[config.mk]
export PLATFORM = sky130hd
export DESIGN_NAME = board_vga_renderer
export DESIGN_NICKNAME = d
export VERILOG_FILES = /design/src/rtl/board_vga_renderer.sv
export SDC_FILE = /design/constraint.sdc
export NUM_CORES = 1
export LEC_CHECK = 0
export BUFFER_PORTS_ARGS = -buffer_cell sky130_fd_sc_hd__buf_2
export CAP_MARGIN = 0
export CORE_MARGIN = 1.5
export CORE_UTILIZATION = 46
export CTS_CLUSTER_SIZE = 28
export DETAILED_ROUTE_END_ITERATION = 8
export SLEW_MARGIN = 20
export SYNTH_ARGS = -nofsm -noshare
export SYNTH_HDL_FRONTEND = slang
export SYNTH_SLANG_ARGS = --single-unit
[constraint.sdc]
create_clock -name full_clock -period 5.1 [get_ports full_clock]
set_clock_uncertainty 0.05 [all_clocks]
set_input_delay 0.255 -clock full_clock [delete_from_list [all_inputs] [get_ports full_clock]]
set_output_delay 0.255 -clock full_clock [all_outputs]
set_load 0.01 [all_outputs]
[src/rtl/board_vga_renderer.sv]
// 640x480@60 VGA renderer for the chess board: timing counters, square/offset
// sub-counters, and a two-stage pixel pipeline producing RGB332 pixels.
module board_vga_renderer #(
  parameter int SQ_PX       = 60,
  parameter int BOARD_X0    = 80,
  parameter int GLYPH_OFS   = 10,
  parameter int GLYPH_SCALE = 5
) (
  input  logic       full_clock,
  input  logic       Reset,
  input  logic       pixel_ce,
  output logic [5:0] board_rd_addr,
  input  logic [3:0] board_rd_piece,
  input  logic [5:0] cursor_addr,
  input  logic [5:0] selected_piece_addr,
  input  logic       hilite_selected_square,
  output logic       hsync,
  output logic       vsync,
  output logic [7:0] rgb,
  output logic       frame_start
);

  localparam logic [9:0] H_LAST     = 10'd799;
  localparam logic [9:0] H_VIS      = 10'd640;
  localparam logic [9:0] H_SYNC_BEG = 10'd656;
  localparam logic [9:0] H_SYNC_END = 10'd752;
  localparam logic [9:0] V_LAST     = 10'd524;
  localparam logic [9:0] V_VIS      = 10'd480;
  localparam logic [9:0] V_SYNC_BEG = 10'd490;
  localparam logic [9:0] V_SYNC_END = 10'd492;

  localparam logic [9:0] BX_FIRST = 10'(BOARD_X0);
  localparam logic [9:0] BX_PRE   = 10'(BOARD_X0 - 1);
  localparam logic [9:0] BX_END   = 10'(BOARD_X0 + 8 * SQ_PX);
  localparam logic [5:0] SQ_LAST  = 6'(SQ_PX - 1);
  localparam logic [5:0] EDGE_LO  = 6'd3;
  localparam logic [5:0] EDGE_HI  = 6'(SQ_PX - 4);
  localparam logic [5:0] G_BEG    = 6'(GLYPH_OFS);
  localparam logic [5:0] G_END    = 6'(GLYPH_OFS + 8 * GLYPH_SCALE);

  localparam logic [7:0] COL_BLACK  = 8'h00;
  localparam logic [7:0] COL_WHITE  = 8'hFF;
  localparam logic [7:0] COL_CURSOR = 8'h1C;
  localparam logic [7:0] COL_SELECT = 8'hFC;
  localparam logic [7:0] COL_LIGHT  = 8'hD5;
  localparam logic [7:0] COL_DARK   = 8'h68;

  // Glyph bitmaps: row r lives in bits [r*8 +: 8], column c is bit c of that row.
  localparam logic [63:0] GLYPH_PAWN   = {8'h7E, 8'h3C, 8'h18, 8'h3C, 8'h3C, 8'h18, 8'h00, 8'h00};
  localparam logic [63:0] GLYPH_KNIGHT = {8'h7E, 8'h3C, 8'h1C, 8'h1E, 8'h7C, 8'h3C, 8'h18, 8'h00};
  localparam logic [63:0] GLYPH_BISHOP = {8'h7E, 8'h3C, 8'h18, 8'h18, 8'h3C, 8'h2C, 8'h3C, 8'h18};
  localparam logic [63:0] GLYPH_ROOK   = {8'hFF, 8'h7E, 8'h3C, 8'h3C, 8'h3C, 8'h3C, 8'h7E, 8'h5A};
  localparam logic [63:0] GLYPH_QUEEN  = {8'h7E, 8'h3C, 8'h18, 8'h3C, 8'h3C, 8'h7E, 8'h5A, 8'h5A};
  localparam logic [63:0] GLYPH_KING   = {8'h7E, 8'h3C, 8'h3C, 8'h7E, 8'h3C, 8'h18, 8'h7E, 8'h18};

  // Bitmap cell index from an in-square offset, by threshold compares rather than division.
  function automatic logic [2:0] glyph_index(input logic [5:0] ofs);
    logic [2:0] idx;
    idx = 3'd0;
    for (int k = 1; k < 8; k++) begin
      if (ofs >= 6'(GLYPH_OFS + k * GLYPH_SCALE)) idx = idx + 3'd1;
    end
    return idx;
  endfunction

  function automatic logic glyph_pixel(input logic [2:0] kind, input logic [5:0] bit_idx);
    logic result;
    case (kind)
      3'd1:    result = GLYPH_PAWN[bit_idx];
      3'd2:    result = GLYPH_KNIGHT[bit_idx];
      3'd3:    result = GLYPH_BISHOP[bit_idx];
      3'd4:    result = GLYPH_ROOK[bit_idx];
      3'd5:    result = GLYPH_QUEEN[bit_idx];
      3'd6:    result = GLYPH_KING[bit_idx];
      default: result = 1'b0;
    endcase
    return result;
  endfunction

  logic [9:0] h_cnt, v_cnt;
  logic [2:0] col, row;
  logic [5:0] sx, sy;
  logic       h_last, v_last;

  assign h_last = (h_cnt == H_LAST);
  assign v_last = (v_cnt == V_LAST);

  always_ff @(posedge full_clock or posedge Reset) begin
    if (Reset) begin
      h_cnt <= '0;
      v_cnt <= '0;
    end else if (pixel_ce) begin
      h_cnt <= h_last ? 10'd0 : h_cnt + 10'd1;
      if (h_last) v_cnt <= v_last ? 10'd0 : v_cnt + 10'd1;
    end
  end

  logic in_board_x, in_board;
  assign in_board_x = (h_cnt >= BX_FIRST) && (h_cnt < BX_END);
  assign in_board   = in_board_x && (v_cnt < V_VIS);

  // Column/offset track h_cnt; they restart just before the board's first column.
  always_ff @(posedge full_clock or posedge Reset) begin
    if (Reset) begin
      col <= '0;
      sx  <= '0;
    end else if (pixel_ce) begin
      if (h_cnt == BX_PRE) begin
        col <= '0;
        sx  <= '0;
      end else if (in_board_x) begin
        if (sx == SQ_LAST) begin
          sx  <= '0;
          col <= col + 3'd1;
        end else begin
          sx <= sx + 6'd1;
        end
      end
    end
  end

  always_ff @(posedge full_clock or posedge Reset) begin
    if (Reset) begin
      row <= '0;
      sy  <= '0;
    end else if (pixel_ce && h_last) begin
      if (v_last) begin
        row <= '0;
        sy  <= '0;
      end else if (v_cnt < V_VIS) begin
        if (sy == SQ_LAST) begin
          sy  <= '0;
          row <= row + 3'd1;
        end else begin
          sy <= sy + 6'd1;
        end
      end
    end
  end

  always_ff @(posedge full_clock or posedge Reset) begin
    if (Reset) frame_start <= 1'b0;
    else       frame_start <= pixel_ce && h_last && v_last;
  end

  logic [5:0] square;
  logic       on_edge, in_glyph_box;
  assign square       = {row, col};
  assign on_edge      = (sx < EDGE_LO) || (sx > EDGE_HI) || (sy < EDGE_LO) || (sy > EDGE_HI);
  assign in_glyph_box = (sx >= G_BEG) && (sx < G_END) && (sy >= G_BEG) && (sy < G_END);

  logic       s1_in_board, s1_glyph_box, s1_cursor_edge, s1_fill, s1_dark;
  logic       s1_hsync, s1_vsync;
  logic [2:0] s1_gx, s1_gy;

  // Stage 1: address the board and capture per-square decisions with the cursor inputs.
  always_ff @(posedge full_clock or posedge Reset) begin
    if (Reset) begin
      board_rd_addr  <= '0;
      s1_in_board    <= 1'b0;
      s1_glyph_box   <= 1'b0;
      s1_cursor_edge <= 1'b0;
      s1_fill        <= 1'b0;
      s1_dark        <= 1'b0;
      s1_gx          <= '0;
      s1_gy          <= '0;
      s1_hsync       <= 1'b1;
      s1_vsync       <= 1'b1;
    end else if (pixel_ce) begin
      if (in_board) board_rd_addr <= square;
      s1_in_board    <= in_board;
      s1_glyph_box   <= in_glyph_box;
      s1_cursor_edge <= (square == cursor_addr) && on_edge;
      s1_fill        <= hilite_selected_square && (square == selected_piece_addr);
      s1_dark        <= row[0] ^ col[0];
      s1_gx          <= glyph_index(sx);
      s1_gy          <= glyph_index(sy);
      s1_hsync       <= !((h_cnt >= H_SYNC_BEG) && (h_cnt < H_SYNC_END));
      s1_vsync       <= !((v_cnt >= V_SYNC_BEG) && (v_cnt < V_SYNC_END));
    end
  end

  logic       glyph_on;
  logic [7:0] pixel_rgb;

  always_comb begin
    glyph_on  = s1_glyph_box && glyph_pixel(board_rd_piece[2:0], {s1_gy, s1_gx});
    pixel_rgb = COL_BLACK;
    if (!s1_in_board)        pixel_rgb = COL_BLACK;
    else if (glyph_on)       pixel_rgb = board_rd_piece[3] ? COL_BLACK : COL_WHITE;
    else if (s1_cursor_edge) pixel_rgb = COL_CURSOR;
    else if (s1_fill)        pixel_rgb = COL_SELECT;
    else if (s1_dark)        pixel_rgb = COL_DARK;
    else                     pixel_rgb = COL_LIGHT;
  end

  always_ff @(posedge full_clock or posedge Reset) begin
    if (Reset) begin
      rgb   <= '0;
      hsync <= 1'b1;
      vsync <= 1'b1;
    end else if (pixel_ce) begin
      rgb   <= pixel_rgb;
      hsync <= s1_hsync;
      vsync <= s1_vsync;
    end
  end

endmodule
# Word-level counts from Yosys, hierarchy flattened
# Memory sizes are Yosys's and may differ from the RTL's.
# Cells that the tools add are included.
[word_totals]
rom_bits = 384
wordCells = 168
regBits = 68
memories = 6
in_bits = 20
[op_classes]
mux = 53
bitwise_logic = 1
n_addsub = 18
magnitude_cmp = 30
n_eq_ne = 13
reduce_logical = 27
[memory_table]
columns = ["memory", "words", "word_bits", "rd", "rd_clocked_by_memory_dff", "wr", "line", "text"]
rows = [
  ["(name not given)", 64, 1, 1, 0, 0, "74", "3'd6: result = GLYPH_KING[bit_idx];"],
  ["(name not given)", 64, 1, 1, 0, 0, "73", "3'd5: result = GLYPH_QUEEN[bit_idx];"],
  ["(name not given)", 64, 1, 1, 0, 0, "72", "3'd4: result = GLYPH_ROOK[bit_idx];"],
  ["(name not given)", 64, 1, 1, 0, 0, "71", "3'd3: result = GLYPH_BISHOP[bit_idx];"],
  ["(name not given)", 64, 1, 1, 0, 0, "70", "3'd2: result = GLYPH_KNIGHT[bit_idx];"],
  ["(name not given)", 64, 1, 1, 0, 0, "69", "3'd1: result = GLYPH_PAWN[bit_idx];"],
]
[ops]
columns = ["op", "n"]
rows = [
  ["3-bit 2-to-1 mux", 30],
  ["8-bit 2-to-1 mux", 6],
  ["3-bit by 1-bit adder with 3-bit output, second input constant", 14],
  ["6-bit by 5-bit >= comparator with 1-bit output, second input constant", 6],
  ["6-bit >= comparator, second input constant", 6],
  ["6-bit 2-to-1 mux", 6],
  ["6-bit by 4-bit >= comparator with 1-bit output, second input constant", 4],
  ["10-bit by 1-bit adder with 10-bit output, second input constant", 2],
  ["10-bit == test, second input constant", 2],
  ["10-bit less-than comparator, second input constant", 2],
  ["10-bit by 9-bit less-than comparator with 1-bit output, second input constant", 2],
  ["10-bit 2-to-1 mux", 2],
  ["6-bit by 1-bit adder with 6-bit output, second input constant", 2],
  ["6-bit == test", 2],
  ["6-bit == test, second input constant", 2],
  ["6-bit > comparator, second input constant", 2],
  ["1-bit logical AND", 12],
  ["6-bit by 2-bit less-than comparator with 1-bit output, second input constant", 2],
  ["6-bit less-than comparator, second input constant", 2],
  ["10-bit by 7-bit == test with 1-bit output, second input constant", 1],
  ["10-bit >= comparator, second input constant", 1],
  ["10-bit by 7-bit >= comparator with 1-bit output, second input constant", 1],
  ["10-bit by 9-bit >= comparator with 1-bit output, second input constant", 1],
  ["3-bit == test, second input constant", 3],
  ["other kinds (11)", 29],
]

# Longest topological paths before layout
[logic_depth]
ltp_word = 20
depth_mapped = 21
ltp_nobuf = 20

# Worst setup path after synthesis
# No wires, ideal clock.
[synth_timing]
path_type = "reg-to-reg"
from = "register sy[3]"
to = "register s1_gy[2]"
required_ns = 4.914
path_slack_ns = 0.944
synth_period_minus_slack_ns = 4.156
t_arrival_ns = 3.970
setup_ns = 0.136
stages_incl_launch_ff = 21
path_cell_list = "dfrtp_1 > buf_2 > clkbuf_1 > or2_2 > a21o_1 > inv_1 > ha_1 > xnor2_1 > ha_1 > mux2_2 > mux2i_1 > o221ai_1 > a21oi_1 > ha_1 > o22ai_1 > a21oi_2 > ha_1 > o211ai_1 > xnor2_1 > xnor2_1 > a21oi_1"
[synth_between]
elab_chain_cells = 20
elab_cells_between_ends = 26
[synth_lines]
columns = ["item", "line", "text"]
rows = [
  ["start: declaration", "82", "logic [5:0] sx, sy;"],
  ["start signal: assignment", "135", "sy <= sy + 6'd1;"],
  ["6-bit by 4-bit >= comparator with 1-bit output", "61", "if (ofs >= 6'(GLYPH_OFS + k * GLYPH_SCALE)) idx = idx + 3'd1;"],
  ["1-bit 2-to-1 mux", "61", ""],
  ["3-bit 2-to-1 mux", "169", "end else if (pixel_ce) begin"],
  ["3-bit by 1-bit adder with 3-bit output", "61", ""],
  ["3-bit 2-to-1 mux", "61", ""],
  ["3-bit 2-to-1 mux", "169", ""],
  ["3-bit by 1-bit adder with 3-bit output", "61", ""],
  ["3-bit 2-to-1 mux", "61", ""],
  ["[... 4 more ...]", "--", ""],
  ["3-bit by 1-bit adder with 3-bit output", "61", ""],
  ["3-bit 2-to-1 mux", "61", ""],
  ["3-bit 2-to-1 mux", "169", ""],
  ["3-bit by 1-bit adder with 3-bit output", "61", ""],
  ["3-bit 2-to-1 mux", "61", ""],
  ["3-bit 2-to-1 mux", "169", ""],
  ["3-bit by 1-bit adder with 3-bit output", "61", ""],
  ["3-bit 2-to-1 mux *", "61", ""],
  ["end signal: assignment", "177", "s1_gy <= glyph_index(sy);"],
  ["end: declaration", "154", "logic [2:0] s1_gx, s1_gy;"],
]
# Every way passes the cells marked *; elsewhere a longest branch is shown, timed or not. The select of a mux whose other input is x is not followed.
# A chain may end at the register's enable or synchronous reset.

# Worst setup path in the final report
# Ends and elaborated chain as after synthesis.

==> flow_summary_export.csv <==
group,metric,value,unit
floorplan,initial_core_util,46.85,%
power,finalPower,1397,µW
synthesis,synth_nets,595,
worst_setup_path,critPathLaunch,"sy[3]",
route,wirelength,9.963,mm
floorplan,die-area,11040,µm²
synthesis,synthTopCellsByArea,"dfrtp_1 (33%), ha_1 (7.3%), xnor2_1 (5.7%)",
synthesis,synth_seq_cells,67,
placement,dp_hpwl,7.129,mm
worst_setup_path,r2r_slack,0.63,ns
clock_network,cts_made_buffers,9,
final_layout,drive_above_1_share,14.96,%
clock_network,cts_setup_buffers,0,
synthesis,synth_top_area_share,32.89,%
final_layout,mostFrequentLayoutCell,"dfrtp_1",
route,drt_iter0_drc,178,
floorplan,core,10230,µm²
global_routing,grt_max_degree,68,
clock_network,tritoncts,"built",
synthesis,synthFlopType,"dfrtp_1",
route,num_vias,3880,
worst_setup_path,cp.arrival,4.60,ns
global_routing,antenna_found_initial,0,
clock_network,root_buffer,"clkbuf_8",
sta,slew_headroom,43.37,%
clock_network,cts_buffer_depth,2,
worst_setup_path,timing.rr.start,"sy[3]",
final_layout,diodes,0,
final_layout,multi_input_area,2841,µm²
placement,dp_cells,688,
synthesis,synth.avg_cell_area,8.763,µm²
global_routing,grt_pass1_vias,3506,
synthesis,synth_edf_count,0,
synthesis,ys_warn_count,0,
sta,slew_viol_final,0,
worst_setup_path,critPathRequiredTime,5.23,ns
worst_setup_path,cp-endpoint,"s1_gy[2]",
route,firstDrtPassIters,4,
placement,place_congestion,0.8321,
route,drtAntennaViolNets,0,
final_layout,layout_common_cells,"dfrtp_1 (63), nand2_1 (57), o21ai_0 (45)",
synthesis,synthArstFlopShare,100.0,%
clock_network,clk_pin_slew,0.07,ns
floorplan,io_pins,37,
synthesis,yosysTopAreaCell,"dfrtp_1",
clock_network,clock-sinks,67,
power,leakagePower,0.002405,µW
final_layout,nFillCells,972,
clock_network,htreeDepth,3,
floorplan,rows,37,
sta,worst_pin_slew,0.8494,ns
flow_run,maxCapViolCount,0,
global_routing,grt_pass1_wl,17.00,mm
final_layout,fin_nets,611,
sta,hold_viol_final,0,
power,peakVddDrop,0.1551,mV
worst_setup_path,worst-path-max-fanout,19,
sta,max_freq,223.8,MHz
clock_network,cts.repair.resized,0,
sta,period_share,87.62,%
final_layout,areaGrowthSynthToFinish,9.293,%
clock_network,worst_skew_pair.late_latency,0.33,ns
global_routing,globalRouteTotalUtil,18.84,%
clock_network,cts_hold_buf,0,
floorplan,die_y,105.1,µm
synthesis,ys_types,69,
final_layout,seqCellArea,1682,µm²
global_routing,grt_overflow,0,
floorplan,die_w,105.1,µm
sta,setup_viol,0,
synthesis,netlist_area,4793,µm²
hold_path,hp-class,"primary input to async pin",
worst_setup_path,reg2regPathDepth,18,
route,vias_per_cell,5.511,
synthesis,synthCells,547,
worst_setup_path,critPathLaunchType,"flop",
sta,rsz0062_at_grt,"false",
status,status,"completed",
route,drc_errors,0,
synthesis,yosysSeqAreaShare,35.08,%
sta,period_needed,4.469,ns
route,wl_per_cell,14.15,µm
final_layout,stdcell_count,704,
power,powerDensity,266.7,nW/µm²
worst_setup_path,path_class,"flop to flop",
placement,port_buffers,36,
worst_setup_path,endpoint_kind,"flop",
sta,finalSetupTns,0,ns
worst_setup_path,timing.rr.end,"s1_gy[2]",
## cell families (layout without fill, tap and decap cells)
family,count (synthesis),in the layout,share of synthesized area [%]
mux,23,23,5.168
xor+xnor,48,48,8.927
fa+ha+maj,28,28,7.309
compound gates,124,124,17.44
flops,67,67,35.08
simple gates,191,191,20.44
buf+inv,66,87,5.638
## layout make-up
| cell class | instances | area share [%] |
|---|---|---|
| clock buffers | 10 | 2.627 |
| clock inverters | 6 | 1.696 |
| inverters | 33 | 2.364 |
| multi-input cells | 414 | 54.24 |
| flip-flops and latches | 67 | 32.10 |
| well taps | 136 | 3.248 |
| repair buffers | 38 | 3.726 |
## report_power, final
part | internal [µW] | total [µW] | switching, µW
Combinational | 104 | 246 | 142
Sequential | 586 | 655 | 69.1
Clock | 289 | 496 | 208
## synthesized netlist by cell type, types with 11 or more instances
cell type	count
dfrtp_1	63
clkbuf_1	21
o21ai_0	45
nor2_1	36
nand4_1	11
inv_1	33
nand3_1	14
mux2_2	14
ha_1	28
nand2_1	57
xnor2_1	31
nand2b_1	13
a21oi_1	21
xor2_1	16
## flip-flops by register name, indices dropped and copies added (netlist names), 3 cells and up
| signal | cells |
|---|---|
| h_cnt | 10 |
| v_cnt | 10 |
| board_rd_addr | 6 |
| s1_gy | 3 |
| col | 3 |
| sy | 6 |
| sx | 6 |
| row | 3 |
| s1_gx | 3 |
| rgb | 7 |
## per-layer routing
layer | routed length [µm] | track usage [%] | vias to the layer above
met1 | 4966 | 26.87 | 1859
met5 | 0 | 0 | -
met3 | 244 | 3.556 | 4
met2 | 4706 | 29.46 | 54
met4 | 45 | 4.599 | 0
li1 | - | - | 1963
## worst max-delay path, cell delays in order (launching register included)
cell and delay, ns:
dfrtp_1 0.57, or2_2 0.36, a21o_1 0.21, inv_1 0.08, ha_1 0.29, xnor2_1 0.35
ha_1 0.30, mux2_2 0.26, mux2i_1 0.28, o221ai_1 0.17, a21oi_1 0.21, ha_1 0.25
o22ai_1 0.19, a21oi_2 0.06, ha_1 0.20, o211ai_1 0.10, xnor2_1 0.16, xnor2_1 0.13
a21oi_1 0.08
## worst min path at each step
stage	to	start	slack [ns]	depth (start not counted)
finish	sy[0]	Reset	0.12	3
global route	v_cnt[7]	Reset	0.19	3
floorplan	s1_vsync	v_cnt[1]	0.38	1
global placement	board_rd_addr[4]	board_rd_addr[4]	0.43	2
detailed placement	board_rd_addr[4]	board_rd_addr[4]	0.43	2
CTS	v_cnt[6]	Reset	0.14	3
## metrics by stage
step	area, µm²	utilization [%]	setup slack, ns	hold slack (ns)
floorplan	4793	-	0.9439	0.3826
global placement	5012	48.99	0.8405	0.4253
detailed placement	5012	48.99	0.6730	0.4267
CTS	5239	51.20	0.6505	0.1449
global route	5239	51.20	0.2620	0.1883
finish	5239	51.20	0.6315	0.1157
(Power assumes the default switching activity.)
